`src/rtl/buart_pkg.sv`:
```
// Shared constants and types for the parametrised UART.
package buart_pkg;

  localparam int unsigned PAR_NONE = 0;
  localparam int unsigned PAR_ODD  = 1;
  localparam int unsigned PAR_EVEN = 2;

  typedef enum logic [2:0] {
    RX_IDLE,
    RX_START,
    RX_DATA,
    RX_PARITY,
    RX_STOP
  } rx_state_t;

  function automatic int unsigned frame_bits(input int unsigned data_bits,
                                             input int unsigned parity,
                                             input int unsigned stop_bits);
    return 1 + data_bits + ((parity != PAR_NONE) ? 1 : 0) + stop_bits;
  endfunction

endpackage

```
`src/rtl/baud_div.sv`:
```
// Free-running divider: tick for one cycle every LIM+1 clocks, restartable.
module baud_div #(
  parameter int unsigned LIM = 31
) (
  input  logic clk,
  input  logic resetq,
  input  logic restart,
  output logic tick
);

  localparam int unsigned CW = (LIM > 0) ? $clog2(LIM + 1) : 1;

  logic [CW-1:0] cnt_q;

  assign tick = (cnt_q == CW'(LIM));

  always_ff @(posedge clk or negedge resetq) begin
    if (!resetq) begin
      cnt_q <= '0;
    end else if (restart || tick) begin
      cnt_q <= '0;
    end else begin
      cnt_q <= cnt_q + 1'b1;
    end
  end

endmodule

```
`src/rtl/buart_param.sv`:
```
// Parametrised full-duplex UART: TX shifter, centre-sampled RX, FWFT RX FIFO
// and sticky line-error flags.
module buart_param
  import buart_pkg::*;
#(
  parameter int unsigned CLKFREQ   = 30000000,
  parameter int unsigned BAUD      = 921600,
  parameter int unsigned DATA_BITS = 8,
  parameter int unsigned PARITY    = 0,
  parameter int unsigned STOP_BITS = 1,
  parameter int unsigned RX_DEPTH  = 4
) (
  input  logic                        clk,
  input  logic                        resetq,
  input  logic                        rx,
  output logic                        tx,
  input  logic                        wr,
  input  logic [7:0]                  tx_data,
  output logic                        busy,
  input  logic                        rd,
  output logic                        valid,
  output logic [7:0]                  rx_data,
  output logic [$clog2(RX_DEPTH):0]   rx_count,
  output logic                        frame_err,
  output logic                        parity_err,
  output logic                        overrun,
  input  logic                        clr_err
);

  localparam int unsigned BIT_LIM  = CLKFREQ / BAUD - 1;
  localparam int unsigned HALF_LIM = CLKFREQ / (2 * BAUD) - 1;
  localparam int unsigned NBITS    = frame_bits(DATA_BITS, PARITY, STOP_BITS);
  localparam int unsigned AW       = $clog2(RX_DEPTH);
  localparam logic [AW:0] DEPTH_C  = RX_DEPTH[AW:0];

  // ---------------- TX ----------------
  logic        tx_q, busy_q, tx_tick, tx_start, tx_par;
  logic [10:0] tx_frame_d, tx_sh_q;
  logic [3:0]  tx_left_q;

  assign tx_start = wr && !busy_q;

  baud_div #(.LIM(BIT_LIM)) u_tx_div (
    .clk     (clk),
    .resetq  (resetq),
    .restart (tx_start),
    .tick    (tx_tick)
  );

  // Bits following the start bit, LSB first; unused upper positions are stop ones.
  always_comb begin
    tx_frame_d = '1;
    tx_par     = 1'b0;
    for (int unsigned i = 0; i < DATA_BITS; i++) begin
      tx_frame_d[i] = tx_data[i];
      tx_par        = tx_par ^ tx_data[i];
    end
    if (PARITY == PAR_ODD) tx_par = ~tx_par;
    if (PARITY != PAR_NONE) tx_frame_d[DATA_BITS] = tx_par;
  end

  always_ff @(posedge clk or negedge resetq) begin
    if (!resetq) begin
      tx_q      <= 1'b1;
      busy_q    <= 1'b0;
      tx_sh_q   <= '1;
      tx_left_q <= '0;
    end else if (tx_start) begin
      tx_q      <= 1'b0;
      busy_q    <= 1'b1;
      tx_sh_q   <= tx_frame_d;
      tx_left_q <= 4'(NBITS - 1);
    end else if (busy_q && tx_tick) begin
      if (tx_left_q == '0) begin
        busy_q <= 1'b0;
        tx_q   <= 1'b1;
      end else begin
        tx_q      <= tx_sh_q[0];
        tx_sh_q   <= {1'b1, tx_sh_q[10:1]};
        tx_left_q <= tx_left_q - 1'b1;
      end
    end
  end

  assign tx   = tx_q;
  assign busy = busy_q;

  // ---------------- RX ----------------
  rx_state_t            rx_st_q;
  logic [1:0]           sync_q;
  logic                 rx_s, rx_prev_q, rx_fall, rx_restart, rx_tick;
  logic                 phase_q, rx_par_q, par_bad;
  logic [3:0]           bitidx_q;
  logic [DATA_BITS-1:0] rx_sh_q;
  logic                 push_q, fe_q, pe_q;
  logic [7:0]           push_data_q;

  assign rx_s       = sync_q[1];
  assign rx_fall    = rx_prev_q && !rx_s;
  assign rx_restart = (rx_st_q == RX_IDLE) && rx_fall;

  baud_div #(.LIM(HALF_LIM)) u_rx_div (
    .clk     (clk),
    .resetq  (resetq),
    .restart (rx_restart),
    .tick    (rx_tick)
  );

  always_comb begin
    par_bad = 1'b0;
    if (PARITY == PAR_EVEN) par_bad = (^rx_sh_q) ^ rx_par_q;
    if (PARITY == PAR_ODD)  par_bad = ~((^rx_sh_q) ^ rx_par_q);
  end

  always_ff @(posedge clk or negedge resetq) begin
    if (!resetq) begin
      sync_q    <= '1;
      rx_prev_q <= 1'b1;
    end else begin
      sync_q    <= {sync_q[0], rx};
      rx_prev_q <= rx_s;
    end
  end

  // Half-bit ticks alternate edge/centre; phase_q marks the centre tick.
  always_ff @(posedge clk or negedge resetq) begin
    if (!resetq) begin
      rx_st_q     <= RX_IDLE;
      phase_q     <= 1'b0;
      bitidx_q    <= '0;
      rx_sh_q     <= '0;
      rx_par_q    <= 1'b0;
      push_q      <= 1'b0;
      push_data_q <= '0;
      fe_q        <= 1'b0;
      pe_q        <= 1'b0;
    end else begin
      push_q <= 1'b0;
      if (clr_err) begin
        fe_q <= 1'b0;
        pe_q <= 1'b0;
      end
      case (rx_st_q)
        RX_IDLE: if (rx_fall) rx_st_q <= RX_START;
        RX_START: begin
          if (rx_tick) begin
            if (rx_s) begin
              rx_st_q <= RX_IDLE;
            end else begin
              rx_st_q  <= RX_DATA;
              phase_q  <= 1'b0;
              bitidx_q <= '0;
            end
          end
        end
        RX_DATA: begin
          if (rx_tick) begin
            phase_q <= ~phase_q;
            if (phase_q) begin
              rx_sh_q  <= {rx_s, rx_sh_q[DATA_BITS-1:1]};
              bitidx_q <= bitidx_q + 1'b1;
              if (bitidx_q == 4'(DATA_BITS - 1))
                rx_st_q <= (PARITY != PAR_NONE) ? RX_PARITY : RX_STOP;
            end
          end
        end
        RX_PARITY: begin
          if (rx_tick) begin
            phase_q <= ~phase_q;
            if (phase_q) begin
              rx_par_q <= rx_s;
              rx_st_q  <= RX_STOP;
            end
          end
        end
        RX_STOP: begin
          if (rx_tick) begin
            phase_q <= ~phase_q;
            if (phase_q) begin
              rx_st_q <= RX_IDLE;
              if (!rx_s) begin
                fe_q <= 1'b1;
              end else if (par_bad) begin
                pe_q <= 1'b1;
              end else begin
                push_q      <= 1'b1;
                push_data_q <= 8'(rx_sh_q);
              end
            end
          end
        end
        default: rx_st_q <= RX_IDLE;
      endcase
    end
  end

  // ---------------- RX FIFO ----------------
  logic [7:0]    mem_q [RX_DEPTH];
  logic [AW-1:0] wp_q, rp_q;
  logic [AW:0]   cnt_q;
  logic          ov_q, full, empty, pop, do_push;

  assign full    = (cnt_q == DEPTH_C);
  assign empty   = (cnt_q == '0);
  assign pop     = rd && !empty;
  assign do_push = push_q && (!full || pop);

  always_ff @(posedge clk) begin
    if (do_push) mem_q[wp_q] <= push_data_q;
  end

  always_ff @(posedge clk or negedge resetq) begin
    if (!resetq) begin
      wp_q  <= '0;
      rp_q  <= '0;
      cnt_q <= '0;
      ov_q  <= 1'b0;
    end else begin
      if (do_push) wp_q <= wp_q + 1'b1;
      if (pop)     rp_q <= rp_q + 1'b1;
      case ({do_push, pop})
        2'b10:   cnt_q <= cnt_q + 1'b1;
        2'b01:   cnt_q <= cnt_q - 1'b1;
        default: cnt_q <= cnt_q;
      endcase
      if (clr_err) ov_q <= 1'b0;
      if (push_q && full && !pop) ov_q <= 1'b1;
    end
  end

  assign valid      = !empty;
  assign rx_data    = empty ? '0 : mem_q[rp_q];
  assign rx_count   = cnt_q;
  assign frame_err  = fe_q;
  assign parity_err = pe_q;
  assign overrun    = ov_q;

endmodule
```
`config.mk`:
```
export PLATFORM = sky130hd
export DESIGN_NAME = buart_param
export DESIGN_NICKNAME = d
export VERILOG_FILES = /design/src/rtl/buart_pkg.sv /design/src/rtl/baud_div.sv /design/src/rtl/buart_param.sv
export SDC_FILE = /design/constraint.sdc
export NUM_CORES = 1
export LEC_CHECK = 0
export ABC_CLOCK_PERIOD_IN_PS = 3700
export BUFFER_PORTS_ARGS = -buffer_cell sky130_fd_sc_hd__buf_4
export CAP_MARGIN = 15
export CORE_MARGIN = 10
export CORE_UTILIZATION = 40
export DETAILED_ROUTE_END_ITERATION = 8
export HOLD_SLACK_MARGIN = 0.1
export PLACE_DENSITY = 0.66
export SLEW_MARGIN = 20
export SYNTH_ARGS = -nofsm -noshare
export SYNTH_HDL_FRONTEND = slang
export SYNTH_HIERARCHICAL = 1
export SYNTH_SLANG_ARGS = --single-unit
```
`constraint.sdc`:
```
create_clock -name clk -period 3.7 [get_ports clk]
set_input_delay 0.185 -clock clk [delete_from_list [all_inputs] [get_ports clk]]
set_output_delay 0.185 -clock clk [all_outputs]
set_load 0.005 [all_outputs]
```
==> results.toml <==
[status]
status = "finished, final reports clean"

[worst_hold_path]
holdPathStages = 3
hold_end = "rp_q[1]"
min_path_type = "input pin to flip-flop"
hp-start = "rd"

[layout]
nets = 374
drive_gt1_frac = 0.260
area_growth_pct = 15.8
nFillCells = 886
n_antenna_cell = 0

[clocking]
cts_buffer_depth = 2
clock_latency_ns = 0.37
htreeDepth = 3
cts_buffers = 9
cts.sinks = 92
cts_root_buffer = "clkbuf_8"
cts_tree = "yes"
path_clk_slew_ns = 0.09

[synthesis]
synth_edf_count = 32
synth.most_common_cell = "dfrtp_1"
synthTopCellsByCount = "dfrtp_1, edfxtp_1, mux2_2"
synth_seq_cells = 92
yosysTopAreaCell = "dfrtp_1"
synth_fp_nets = 336
avgSynthCellArea_um2 = 13.1
ys_seq_area_frac = 0.608
ys_warn_count = 6
ys.flop_type = "dfrtp_1"
netlist_area_mm2 = 0.00407
async_reset_ff_frac = 0.652
yosys-top-cells-area = "dfrtp_1, edfxtp_1, dfstp_2"
synth_cell_types = 52
syn_inst = 311
yosysTopAreaCellShare = 0.295

[placed_design]
hpwlAfterDp_um = 4970
io_buffer_count = 29
place_congestion = 0.774

[sta]
period_needed_ns = 2.24
whs_ns = 0.153
hold_viol = 0
skew_ns = 0.0110
finalMaxSlewViolations = 0
slew-limit-headroom = 0.495
rsz0062_at_grt = "false"
max_freq_mhz = 446
tightest_slew_ns = 0.756
setup_viol = 0
fin_setup_tns_ns = 0
fin_crit_sh = 0.606

[critical_path]
reg2reg_slack_ns = 1.46
cp_max_fo = 11
critPathKind = "flip-flop to flip-flop"
max_stage_delay_ns = 0.55
reg2reg_depth = 7
cp-end-kind = "flip-flop"
worstPathRequired_ns = 3.98
path_cells = "or3_1, nand2_1, or2_2, fa_1, inv_1, o2111ai_1, a22oi_1"
cp-start-kind = "flip-flop"
r2r-start = "rx_count[1]"
rr_endpoint = "rx_count[1]"
worstSetupStartpoint = "rx_count[1]"
slowest_stage = "or3_1"
crit_arrival_ns = 2.52

[routing]
wirelength_um = 7370
dr.pass1.iters = 4
post-route-drc-count = 0
drt_iter0_markers = 162
drt.antenna.violating_nets = 0
wire_per_inst_um = 15.1
dr_total_vias = 2515
vias_per_cell = 5.16

[floorplan]
die_h_um = 121
row_count = 36
coreArea_mm2 = 0.00986
die_w_um = 121
ios = 31
start_util = 0.413
die_area_mm2 = 0.0146

[global_route]
grt_pass1_vias = 2737
grt_overflow = 0
grt_pass1_wl_um = 13000
track_usage = 0.109
grt_max_degree = 61
antenna_found_initial = 0

[power_and_ir_drop]
power_leakage_nw = 1.98
peakVddDrop_uv = 371
powerDensity_mw_per_mm2 = 590

[job]
maxCapViolCount = 0
## worst max-delay path by stage
stage / endpoint / slack, ns / depth (start not counted)
floorplan: push_data_q[0] / 1.81 / 7
CTS: rx_data[0] / 1.45 / 3
detailed placement: rx_count[1] / 1.48 / 7
finish: rx_count[1] / 1.46 / 7
global route: rx_count[1] / 1.31 / 7
global placement: rx_count[2] / 1.64 / 7
## critical path, delay by kind of cell (launching register included)
kind | cells | cell delay (ns)
adders and majority gates | 1 | 0.43
buffers and inverters | 1 | 0.08
AOI/OAI and AO/OA | 2 | 0.34
and+or+nand+nor | 3 | 0.83
DFF | 1 | 0.48
## timing repair
action | in CTS | in global routing
setup buffers | 0 | 0
hold endpoints to repair | 60 | 1
hold buffers | 11 | 1
resized for setup | 0 | 0
## metal layers
| layer | share of wire | track usage |
|---|---|---|
| met1 | 0.45 | 0.127 |
| met2 | 0.49 | 0.177 |
| met3 | 0.047 | 0.0405 |
| met4 | 0.015 | 0.0437 |
| met5 | 0 | 0 |
## registers in the layout, summed over array words and instances (netlist names), 4 cells and up
signal          count
tx_sh_q             8
mem_q              32
u_rx_div/cnt_q      4
push_data_q         8
rx_sh_q             8
tx_left_q           4
bitidx_q            4
u_tx_div/cnt_q      5
## power breakdown
group	internal (mW)	switching [mW]	total (mW)
sequential	1.24	0.197	1.44
combinational	0.372	0.287	0.658
clock	0.323	0.368	0.690
total	1.93	0.851	2.78
## stage by stage
stage	worst slack, ns	std cells	cell area [µm²]	util	power [mW]
floorplan	1.81	311	4070	-	1.88
global placement	1.64	459	4390	0.445	2.06
detailed placement	1.48	459	4390	0.445	2.11
CTS	1.45	486	4710	0.477	2.83
global route	1.31	487	4720	0.478	2.97
finish	1.46	487	4720	0.478	2.78
## placed cells by master (no fill, tap or decap), drive strengths merged, types with 6 or more instances in the layout
cell         instances
dlygate4sd3         12
mux4                 8
inv                 17
dfstp               12
nor3                 6
mux2                19
clkbuf               9
nor3b                6
nand3               13
o21ai               14
buf                 29
dfrtp               48
nand2               17
ha                  10
edfxtp              32
nor2                14
and2                14
a21oi               10
## cells by family (layout without fill, tap and decap cells)
kind of cell | after synthesis | count (layout) | synth area share
AOI/OAI and AO/OA | 52 | 52 | 0.0823
xor gates and xnor gates | 7 | 7 | 0.0151
adders and majority gates | 11 | 11 | 0.0356
buffers and inverters | 27 | 70 | 0.0280
DFF | 92 | 92 | 0.608
muxes | 29 | 29 | 0.103
other | 1 | 1 | 0.000921
and+or+nand+nor | 92 | 92 | 0.127
## final cells by class
type                            count  area [µm²]  area share
Timing Repair Buffer               41         338      0.0716
Clock buffer                        9         124      0.0263
Inverter                           13        48.8      0.0103
Sequential cell                    92        2480       0.525
Tap cell                          133         166      0.0353
Clock inverter                      7        81.3      0.0172
Multi-Input combinational cell    192        1480       0.314
Power figures use the tool's default switching activity.
